$ cat src/rtl/CorePack.sv
// Shared core types for the MEM stage: data/address/mask widths, the
// memory-operation code and the memory sequencer state encoding.
package CorePack;

   typedef logic [63:0] data_t;
   typedef logic [63:0] addr_t;
   typedef logic [7:0]  mask_t;

   // Memory operation carried by the MEM-stage instruction.
   typedef enum logic [2:0] {
      MEM_NO = 3'd0,
      MEM_B  = 3'd1,
      MEM_H  = 3'd2,
      MEM_W  = 3'd3,
      MEM_D  = 3'd4,
      MEM_UB = 3'd5,
      MEM_UH = 3'd6,
      MEM_UW = 3'd7
   } mem_op_enum;

   // Memory request sequencer states, kept here so debug views share names.
   typedef enum logic [1:0] {
      IDLE = 2'd0,
      REQ  = 2'd1,
      WAIT = 2'd2,
      DONE = 2'd3
   } mem_fsm_e;

endpackage

$ cat src/rtl/mem_mask_gen.sv
// Byte-enable and alignment decode for a memory access. Purely
// combinational; also reused by the load-truncation stage.
module mem_mask_gen
   import CorePack::*;
(
   input  logic [2:0] addr_lo_i,
   input  mem_op_enum mem_op_i,
   output mask_t      mask_o,
   output logic       misaligned_o
);

   // Mask is shifted to the addressed lane; misalignment flags sub-size offsets.
   always_comb begin
      mask_o       = 8'h00;
      misaligned_o = 1'b0;
      case (mem_op_i)
         MEM_B, MEM_UB: begin
            mask_o = 8'h01 << addr_lo_i;
         end
         MEM_H, MEM_UH: begin
            mask_o       = 8'h03 << {addr_lo_i[2:1], 1'b0};
            misaligned_o = addr_lo_i[0];
         end
         MEM_W, MEM_UW: begin
            mask_o       = 8'h0F << {addr_lo_i[2], 2'b00};
            misaligned_o = |addr_lo_i[1:0];
         end
         MEM_D: begin
            mask_o       = 8'hFF;
            misaligned_o = |addr_lo_i;
         end
         default: begin
            mask_o       = 8'h00;
            misaligned_o = 1'b0;
         end
      endcase
   end

endmodule

$ cat src/rtl/mem_req_ctrl.sv
// MEM-stage memory access sequencer. Captures one access from the pipeline,
// presents it on a valid/ready request channel, waits for the response and
// pulses cpu_done. Stalls the pipeline for the duration and aborts with
// bus_err if the access takes TIMEOUT cycles in REQ+WAIT.
module mem_req_ctrl
   import CorePack::*;
#(
   parameter int unsigned TIMEOUT     = 255,
   parameter bit          ALIGN_CHECK = 1'b1
)(
   input  logic       clk,
   input  logic       rstn,
   input  logic       cpu_req,
   input  logic       cpu_we,
   input  addr_t      cpu_addr,
   input  data_t      cpu_wdata,
   input  mem_op_enum cpu_mem_op,
   output logic       stall,
   output logic       cpu_done,
   output data_t      cpu_rdata,
   output logic       misalign_err,
   output logic       bus_err,
   output logic       mem_req_valid,
   input  logic       mem_req_ready,
   output logic       mem_we,
   output addr_t      mem_addr,
   output data_t      mem_wdata,
   output mask_t      mem_wmask,
   input  logic       mem_resp_valid,
   input  data_t      mem_resp_rdata
);

   localparam int unsigned      CNT_W   = $clog2(TIMEOUT + 1);
   localparam logic [CNT_W-1:0] TMO_VAL = CNT_W'(TIMEOUT);

   mem_fsm_e         state_q;
   logic [CNT_W-1:0] cnt_q;
   logic             we_q;
   addr_t            addr_q;
   data_t            wdata_q;
   mask_t            mask_q;
   data_t            rdata_q;

   mask_t            mask;
   logic             misaligned;
   logic             op_active;
   logic             legal;
   logic             bad;
   logic             busy;
   logic             tmo;

   mem_mask_gen u_mask_gen (
      .addr_lo_i    (cpu_addr[2:0]),
      .mem_op_i     (cpu_mem_op),
      .mask_o       (mask),
      .misaligned_o (misaligned)
   );

   assign op_active = cpu_req && (cpu_mem_op != MEM_NO);
   assign legal     = op_active && (!misaligned || !ALIGN_CHECK);
   assign bad       = op_active && misaligned && ALIGN_CHECK;
   assign busy      = (state_q == REQ) || (state_q == WAIT);
   // The timeout cycle itself is the abort cycle: no request, no stall.
   assign tmo       = busy && (cnt_q == TMO_VAL);

   // Sequencer: capture in IDLE, hold request in REQ, collect response in WAIT.
   always_ff @(posedge clk or negedge rstn) begin
      if (!rstn) begin
         state_q <= IDLE;
         cnt_q   <= '0;
         we_q    <= 1'b0;
         addr_q  <= '0;
         wdata_q <= '0;
         mask_q  <= '0;
         rdata_q <= '0;
      end else begin
         case (state_q)
            IDLE: begin
               if (legal) begin
                  we_q    <= cpu_we;
                  addr_q  <= {cpu_addr[63:3], 3'b000};
                  wdata_q <= cpu_wdata;
                  mask_q  <= mask;
                  cnt_q   <= '0;
                  state_q <= REQ;
               end
            end
            REQ: begin
               cnt_q <= cnt_q + CNT_W'(1);
               if (tmo) begin
                  state_q <= IDLE;
               end else if (mem_req_ready) begin
                  state_q <= WAIT;
               end
            end
            WAIT: begin
               cnt_q <= cnt_q + CNT_W'(1);
               if (tmo) begin
                  state_q <= IDLE;
               end else if (mem_resp_valid) begin
                  if (!we_q) begin
                     rdata_q <= mem_resp_rdata;
                  end
                  state_q <= DONE;
               end
            end
            DONE: begin
               // The instruction still on cpu_req here is the one just served.
               state_q <= IDLE;
            end
            default: begin
               state_q <= IDLE;
            end
         endcase
      end
   end

   // Reset gating keeps the input-dependent IDLE decodes quiet during reset.
   assign stall         = (rstn && (state_q == IDLE) && legal) || (busy && !tmo);
   assign misalign_err  = rstn && (state_q == IDLE) && bad;
   assign mem_req_valid = (state_q == REQ) && !tmo;
   assign bus_err       = tmo;
   assign cpu_done      = (state_q == DONE);
   assign cpu_rdata     = rdata_q;
   assign mem_we        = we_q;
   assign mem_addr      = addr_q;
   assign mem_wdata     = wdata_q;
   assign mem_wmask     = mask_q;

endmodule

$ cat config.mk
export PLATFORM = sky130hd
export DESIGN_NAME = mem_req_ctrl
export DESIGN_NICKNAME = d
export VERILOG_FILES = /design/src/rtl/CorePack.sv /design/src/rtl/mem_mask_gen.sv /design/src/rtl/mem_req_ctrl.sv
export SDC_FILE = /design/constraint.sdc
export NUM_CORES = 1
export LEC_CHECK = 0
export BUFFER_PORTS_ARGS = -buffer_cell sky130_fd_sc_hd__clkbuf_2
export CAP_MARGIN = 20
export CORE_AREA = 2 2 160 162
export CTS_CLUSTER_DIAMETER = 80
export CTS_CLUSTER_SIZE = 20
export DETAILED_ROUTE_END_ITERATION = 12
export DIE_AREA = 0 0 162 164
export PLACE_DENSITY = 0.67
export SLEW_MARGIN = 20
export SYNTH_ARGS = -nofsm -noshare
export SYNTH_HDL_FRONTEND = slang
export SYNTH_HIERARCHICAL = 1
export SYNTH_SLANG_ARGS = --single-unit
export TNS_END_PERCENT = 30
$ cat constraint.sdc
create_clock -name clk -period 3.2 [get_ports clk]
set_input_delay 0.32 -clock clk [delete_from_list [all_inputs] [get_ports clk]]
set_output_delay 0.32 -clock clk [all_outputs]
set_load 0.05 [all_outputs]
# After elaboration in Yosys (flattened, before gate mapping)
# Cells that the tools add are included.
# word_totals
register_bits	208
out_inout_bits	206
# classes
n_addsub	1
eq_ne	14
shift	3
mux	10
bitwise_logic	2
n_reduce_logical	26
# op_table
operator	n
$pmux W8 S4	1
$pmux W8 S2	1
$eq A3 B3 Y1 const B	4
$mux W2	5
$reduce_or A2 Y1	5
$logic_and A1 B1 Y1	9
$add A8 B1 Y8 const B	1
$eq A8 B8 Y1 const B	1
$mux W8	1
$pmux W2 S4	1
$shl A1 B3 Y8 const A	1
$shl A2 B3 Y8 const A	1
$shl A4 B3 Y8 const A	1
$eq A3 B2 Y1 const B	2
$ne A3 B3 Y1 const B	2
$eq A2 B2 Y1 const B	2
$reduce_and A2 Y1	2
$reduce_and A4 Y1	1
$eq A3 B1 Y1 const B	1
$pmux W1 S3	1
$reduce_and A3 Y1	1
$reduce_bool A3 Y1	1
$reduce_or A3 Y1	1
$eq A2 B1 Y1 const B	1
other kinds (6)	9

# Longest topological paths before layout
# Gate-level depths: netlist (run 1).
# depth
ltp_word	7
mapped_depth	10
depth_no_buf	8

# Modules after synthesis
# The synthesis (run 1) kept the hierarchy.
# by_module_without_submodules
mod	instances	cells_each	area_per_inst_um2
mem_req_ctrl	1	504	8378.0
mem_mask_gen	1	41	312.8

# Worst setup path before layout (run 1)
# Ideal clock, no wire load.
# synth_path
kind	input port to flip-flop
start	input cpu_mem_op[0]
end	register addr_q[40] (netlist: mem_addr[40])
setup_time_ps	125
arrival_ps	1984
required_time_ps	3075
setup_slack_ps	1091
cell_stages	10
path_cell_list	inv_1 -> ha_1 -> a221oi_1 -> nor2_1 -> nor2b_1 -> and2_1 -> buf_6 -> buf_8 -> buf_8 -> mux2_4
# synth_via
elab_chain_cells	6
# synth_rtl
item	line_no	source
from (decl)	mem_req_ctrl.sv:17	input mem_op_enum cpu_mem_op,
$eq A3 B2 Y1 or $eq A3 B3 Y1 (tied branches)	mem_mask_gen.sv:16	case (mem_op_i)
$reduce_or A2 Y1	mem_mask_gen.sv:16	
$pmux W1 S3 (*)	mem_mask_gen.sv:16	
named net misaligned	mem_req_ctrl.sv:45	logic misaligned;
$logic_not A1 Y1 (*)	mem_req_ctrl.sv:60	assign legal = op_active && (!misaligned || !ALIGN_CHECK);
$logic_and A1 B1 Y1 (*)	mem_req_ctrl.sv:60	
$reduce_and A2 Y1 (no line) (*)	-	
to (signal assigned)	mem_req_ctrl.sv:81	addr_q <= {cpu_addr[63:3], 3'b000};
to (decl)	mem_req_ctrl.sv:39	addr_t addr_q;
# The timed path passes the listed nets; every way through them passes the cells marked *.
# A chain may end at the register's enable or synchronous reset.

# Worst setup path after layout (run 1)
# layout_path
start	register state_q[1]
end	output mem_req_valid
# layout_via
elab_chain_cells	5
# layout_rtl
item	line_no	source
from (decl)	mem_req_ctrl.sv:36	mem_fsm_e state_q;
from (signal assigned)	mem_req_ctrl.sv:69	state_q <= IDLE;
from (signal assigned)	mem_req_ctrl.sv:85	state_q <= REQ;
from (signal assigned)	mem_req_ctrl.sv:91	state_q <= IDLE;
$eq A2 B1 Y1 or $eq A2 B2 Y1 (tied branches)	mem_req_ctrl.sv:62, mem_req_ctrl.sv:121	
$logic_or A1 B1 Y1	mem_req_ctrl.sv:62	assign busy = (state_q == REQ) || (state_q == WAIT);
$logic_and A1 B1 Y1	mem_req_ctrl.sv:64	assign tmo = busy && (cnt_q == TMO_VAL);
$logic_not A1 Y1	mem_req_ctrl.sv:121	assign mem_req_valid = (state_q == REQ) && !tmo;
$logic_and A1 B1 Y1 (*)	mem_req_ctrl.sv:121	
to (decl)	mem_req_ctrl.sv:23	output logic mem_req_valid,
# Mark *: on every way between the ends. The rest lies on a longest branch, timed or not.

==> metrics.cfg, run 1 <==
[clocking]
cts-htree-levels=1
cts_tree=yes
cts_inserted_buffers=14
clk_pin_slew_ns=0.08
clkSinkCount=208
clock_latency_ns=0.47
hold_buffers=1
cts_max_path_buffers=3
post-cts-setup-buffers=0
cts_resized=0
root_buffer=clkbuf_16

[die]
num_io_pins=407
die_h_um=164
start_util_pct=35.0
core_um2=24800
die_area_um2=26600
die_x_um=162
rows=58

[grt]
grt_max_degree=118
antenna_found_initial=2
grt_pass1_vias=5885
overflow=0
grt_pass1_wl_um=31400
grt_usage_pct=14.8

[timing]
fin_crit_sh_pct=77.9
rsz0062_at_grt=no
fmax_ghz=0.401
max_slew_margin_pct=56.1
timing.setup.tns_ns=0
maxSlewViolCount=0
hold_viol_final=0
tightest_slew_ns=0.658
setup-violations-final=0
fin_crit_ns=2.49
skew_ns=0.0214

[placement]
gp_congestion=0.755
dpl.hpwl_um=15800
port_buffers=403

[synth]
synth_ff_type=dfrtp_1
ys_seq_elements=208
ys_warn_count=6
async_flop_share_pct=100
syn_inst=545
ys_seq_area_share_pct=59.9
syn_avg_cell_area_um2=15.9
synth_edf_count=0
ys_types=44
syn-cell-area_um2=8690

[drt]
top_layer=met5
post_drt_wl_per_cell_um=16.2
wl_met3_um=1620
vias_per_cell=4.55
wl_met1_um=7950
first_iter_violations=323
wl_met2_um=10400
routed_wl_um=20700
first_pass_iters=4
drc=0
ant_nets=0
vias=5814

[worst_hold_path]
hold_class=input port to flip-flop
min_path_cells=2

[worst_setup_path]
required_ns=2.88
crit_family=simple AND/OR/NAND/NOR gates
crit_type=flip-flop to primary output
crit_path_end_kind=primary output
reg2reg_depth=6
max_stage_delay_ns=0.47
critical_path_buf_inv_count=2
worstPathArrival_ns=2.17
startpoint_type=flip-flop
crit_fanout=10
slowest_stage=ha_1
worstPathCellList=inv_1 -> ha_1 -> nand4_1 -> and2_1 -> clkbuf_2
path_depth=5

[finish]
multi_input_area_um2=3190
final_nets=1157
regArea_um2=5200
fill_cells=2266
drive_gt1_share_pct=66.6
syn_to_final_growth_pct=31.0
finish.utilization_pct=45.9

[outcome]
status=completed

[flow_run]
cap_viol_max_count=0

kinds of logic (layout without fill, tap and decap cells):
| group | after synthesis | count (layout) | synth area share [%] |
|---|---|---|---|
| flip-flops | 208 | 208 | 59.9 |
| AND/OR/NAND/NOR | 52 | 52 | 3.53 |
| multiplexers | 199 | 199 | 28.4 |
| other | 1 | 5 | 0.0431 |
| buffers and inverters | 36 | 435 | 3.56 |
| AO/OA/AOI/OAI | 38 | 38 | 3.04 |
| adder cells (fa/ha/maj) | 11 | 11 | 1.58 |
cell usage in the layout (no fill, tap or decap), types with 3 or more instances in the layout:
cell / n
and3_1: 3
ha_1: 11
dfrtp_1: 208
a31oi_1: 8
nor2b_1: 4
nand2b_1: 3
buf_12: 5
nand4_1: 4
conb_1: 3
nand3_1: 9
nor2_1: 5
inv_1: 7
clkbuf_2: 402
nand2_1: 9
nor2b_4: 3
o21ai_0: 11
mux2_4: 60
clkbuf_16: 15
mux2_2: 138
sequential cells by signal, summed over array words and instances, names as in the netlist:
| signal | flops |
|---|---|
| cpu_rdata | 64 |
| mem_wdata | 64 |
| mem_addr | 61 |
| cnt_q | 8 |
| mem_wmask | 8 |
| state_q | 2 |
| mem_we | 1 |
path summary, 6_finish.rpt:
kind                                                start                        end  slack [ns]
min in group asynchronous                            rstn  cpu_rdata[11]$_DFFE_PN0P_        0.36
worst min register to register  cpu_rdata[29]$_DFFE_PN0P_  cpu_rdata[29]$_DFFE_PN0P_        0.50
worst max register to register     state_q[1]$_DFFE_PN0P_  cpu_rdata[41]$_DFFE_PN0P_        0.83
max in group asynchronous                            rstn  cpu_rdata[52]$_DFFE_PN0P_        1.84
worst max-delay path               state_q[1]$_DFFE_PN0P_              mem_req_valid        0.71
worst min-delay path                         cpu_addr[29]   mem_addr[29]$_DFFE_PN0P_        0.07
layout make-up:
type	count	share of cell area, %
Sequential cell	208	45.7
Multi-Input combinational cell	303	28.0
Timing Repair Buffer	411	18.9
Tap cell	330	3.63
Clock buffer	16	3.33
Inverter	7	0.231
Clock inverter	1	0.143
Antenna cell	2	0.0440
worst reg2reg max path: stages (launching register included):
cell and delay (ns):
dfrtp_1 0.40, inv_1 0.09, ha_1 0.47, nand4_1 0.27
nand4b_1 0.26, buf_12 0.31, mux2_2 0.45
stage by stage:
step	cells	hold slack [ns]	area, um^2	worst slack (ns)
2_1_floorplan	547	0.0244	8700	1.09
3_3_place_gp	1258	0.296	11000	0.673
3_5_place_dp	1258	0.293	11000	0.601
4_1_cts	1276	0.0425	11400	0.691
5_1_grt	1276	0.0477	11400	0.561
6_report	1278	0.0676	11400	0.706
routing by layer:
metal  vias to the layer above  track usage (%)
li1                       2737                -
met1                      2810             17.3
met2                       226             26.2
met3                        39             4.12
met4                         2             5.11
met5                         -                0
cell usage after synthesis, types with 2 or more instances:
cell type,count,area (um^2)
nor2b_1,4,25.0
buf_8,7,105
buf_6,10,113
nor2b_4,3,41.3
mux2_4,60,901
clkbuf_1,2,7.51
a31oi_1,8,50.1
inv_1,7,26.3
mux2_2,138,1550
buf_4,3,22.5
and3_1,3,18.8
and2_1,3,18.8
a21oi_1,2,10.0
o21ai_0,11,55.1
a21boi_0,2,15.0
nand3b_1,2,15.0
nand2_1,9,33.8
dfrtp_1,208,5200
buf_2,7,35.0
nand3_1,9,45.0
nand2b_1,3,18.8
nor3_1,2,10.0
or3_1,2,12.5
o21a_1,2,15.0
nand4_1,4,25.0
ha_1,11,138
a32o_1,2,20.0
nor2_1,5,18.8
Power of run 1 is not shown: default switching activity piles up to over one toggle a cycle in this logic, so the estimate is an artifact.
==> run 2: changes to the inputs <==
--- a/config.mk
+++ b/config.mk
@@ -5,6 +5,7 @@
 export SDC_FILE = /design/constraint.sdc
 export NUM_CORES = 1
 export LEC_CHECK = 0
+export ABC_AREA = 1
 export BUFFER_PORTS_ARGS = -buffer_cell sky130_fd_sc_hd__clkbuf_2
 export CAP_MARGIN = 20
 export CORE_AREA = 2 2 160 162
==> constraint.sdc (replaced) <==
create_clock -name clk -period 2.3 [get_ports clk]
set_input_delay 0.23 -clock clk [delete_from_list [all_inputs] [get_ports clk]]
set_output_delay 0.23 -clock clk [all_outputs]
set_load 0.05 [all_outputs]
==> metrics.cfg, run 2 <==
[worst_hold_path]
holdCritStartpoint=mem_resp_rdata[0]
hold_class=input port to flip-flop
min_path_cells=3
min_to=cpu_rdata[0]$_DFFE_PN0P_

[worst_setup_path]
startpoint_type=flip-flop
r2r_end=cpu_rdata[50]$_DFFE_PN0P_
r2r_slack_ns=0.43
crit_path_end_kind=primary output
required_ns=2.07
max_stage_delay_ns=0.41
worstPathArrival_ns=1.95
reg2reg_depth=7
r2r_start=state_q[0]$_DFFE_PN0P_
crit_fanout=8
crit_type=flip-flop to primary output
slowest_stage=dfrtp_1
worstPathCellList=inv_1 -> ha_1 -> buf_4 -> nand2_1 -> o31ai_2 -> clkbuf_4

[timing]
fmax_ghz=0.458
timing.setup.tns_ns=0
fin_crit_sh_pct=94.9
setup-violations-final=0
hold_ws_ns=0.0272
rsz0062_at_grt=no
fin_ws_ns=0.116
tightest_slew_ns=0.594
skew_ns=0.0182
max_slew_margin_pct=60.4
fin_crit_ns=2.18
hold_viol_final=0
maxSlewViolCount=0

[drt]
vias=8399
first_pass_iters=5
routed_wl_um=26400
first_iter_violations=616
post_drt_wl_per_cell_um=13.8
drc=0
ant_nets=0
vias_per_cell=4.38

[placement]
port_buffers=403
gp_congestion=0.860
dpl.hpwl_um=16900
post-place-ws_ns=0.353

[synth]
ys_warn_count=6
muxShareOfSynthArea_pct=0
synth_most_common_cell=nand2_1
synthTopCellsByArea=dfrtp_1 (59%), nand2_1 (22%), inv_1 (3.8%)
yosys-top-cells-count=nand2_1 (505), dfrtp_1 (208), inv_1 (88), o21ai_1 (51), nor2_1 (20)
ys_seq_elements=208
synthSimpleGateAreaFrac_pct=26.0
synth_ff_type=dfrtp_1
ys_types=31
synth_top_area_cell=dfrtp_1
syn-cell-area_um2=8750
syn_avg_cell_area_um2=8.65
synth_edf_count=0
async_flop_share_pct=100
synth_top_cell_area_share_pct=59.5
synthAdderAreaFrac_pct=1.57
ys_seq_area_share_pct=59.5
synth_xor_area_share_pct=0.200
syn_inst=1012
synth_top_family_by_area=simple AND/OR/NAND/NOR gates
synth_compound_area_share_pct=5.01

[grt]
grt_pass1_wl_um=42000
overflow=0
grt_max_degree=105
grt_pass1_vias=8437
grt_usage_pct=19.2
antenna_found_initial=0

[die]
rows=58
die_area_um2=26600
num_io_pins=407
start_util_pct=35.3
die_h_um=164
die_x_um=162
core_um2=24800

[clocking]
clkSinkCount=208
clk_pin_slew_ns=0.08
cts-htree-levels=1
clock_latency_ns=0.47
root_buffer=clkbuf_16
cts_tree=yes
cts_max_path_buffers=3
cts_inserted_buffers=14

[outcome]
status=completed

[finish]
multi_input_area_um2=2890
final_nets=1796
drive_gt1_share_pct=29.8
final_cell_mix=nand2_1 (505), clkbuf_2 (401), dfrtp_1 (208)
regArea_um2=5200
syn_to_final_growth_pct=52.5
layout_commonest_cell=nand2_1
antenna_cells=0
fill_cells=2123

[pwr]
peakVddDrop_mv=0.929
p_leak_nw=7.63
powerDensity_nw_per_um2=1500

[flow_run]
cap_viol_max_count=0

## run 2: cell count changes after synthesis, moves of 8 or more
cell	change
o21ai_2	+10
clkbuf_1	+13
inv_1	+81
mux2_2	-138
mux2_4	-60
nand2_2	+14
nor2_1	+15
a31oi_1	-8
buf_2	+8
nand2_1	+496
o21ai_1	+50
## run 2: final cells by class
| class | instances | area share (%) |
|---|---|---|
| Sequential cell | 208 | 39.0 |
| Timing Repair Buffer | 602 | 30.6 |
| Multi-Input combinational cell | 665 | 21.7 |
| Tap cell | 330 | 3.09 |
| Clock buffer | 16 | 2.92 |
| Inverter | 93 | 2.63 |
| Clock inverter | 2 | 0.103 |
## run 2: logic make-up after synthesis
| kind of cell | after synthesis |
|---|---|
| buffers and inverters | 141 |
| AOI/OAI and AO/OA | 79 |
| DFF | 208 |
| adders and majority gates | 11 |
| and+or+nand+nor | 570 |
| other | 1 |
| xor gates and xnor gates | 2 |
## run 2: critical path, delay by kind of cell, from the launching register on
family                     cells  cell delay (ns)
buffers and inverters          3             0.55
DFF                            1             0.41
adders and majority gates      1             0.35
and+or+nand+nor                1             0.09
AOI/OAI and AO/OA              1             0.07
## run 2: worst max-delay path by stage
stage,slack [ns],end,from
CTS,0.03,stall,state_q[1]$_DFFE_PN0P_
global route,0.0001,stall,state_q[1]$_DFFE_PN0P_
finish,0.12,stall,state_q[0]$_DFFE_PN0P_
detailed placement,0.35,mem_wdata[21]$_DFFE_PN0P_,cpu_mem_op[0]
floorplan,0.19,misalign_err,state_q[0]$_DFFE_PN0P_
global placement,0.40,mem_wdata[21]$_DFFE_PN0P_,cpu_mem_op[0]
## run 2: layer usage
metal  vias to the layer above  part of all wire, %  global-route usage (%)
li1                       4174                    -                       -
met1                      3856                   40                    23.6
met2                       312                   49                    33.6
met3                        57                  7.6                    4.65
met4                         0                  3.0                    5.95
met5                         -                    0                       0
## run 2: repair_timing
action                                  in CTS  in global routing
hold buffers                               188                  0
endpoints found under the setup margin       0                  2
endpoints found under the hold margin      395                  0
buffers inserted                             0                  0
resized for setup                            0                  3
## run 2: per-stage QoR
step	area, um^2	utilization, %	std cells	total power [mW]
3_3_place_gp	11100	44.5	1710	17.2
5_1_grt	13300	53.8	1916	21.2
6_report	13300	53.8	1916	20.0
2_1_floorplan	8760	-	1014	14.5
3_5_place_dp	11100	44.5	1710	17.3
4_1_cts	13300	53.7	1916	20.1
## run 2: power breakdown
part           leakage (nW)  switching (mW)  internal, mW
combinational          4.81            8.80          2.47
clock                 0.200            1.21          1.21
sequential             2.61           0.974          5.36
total                  7.63            11.0          9.04
(Power assumes the default switching activity.)
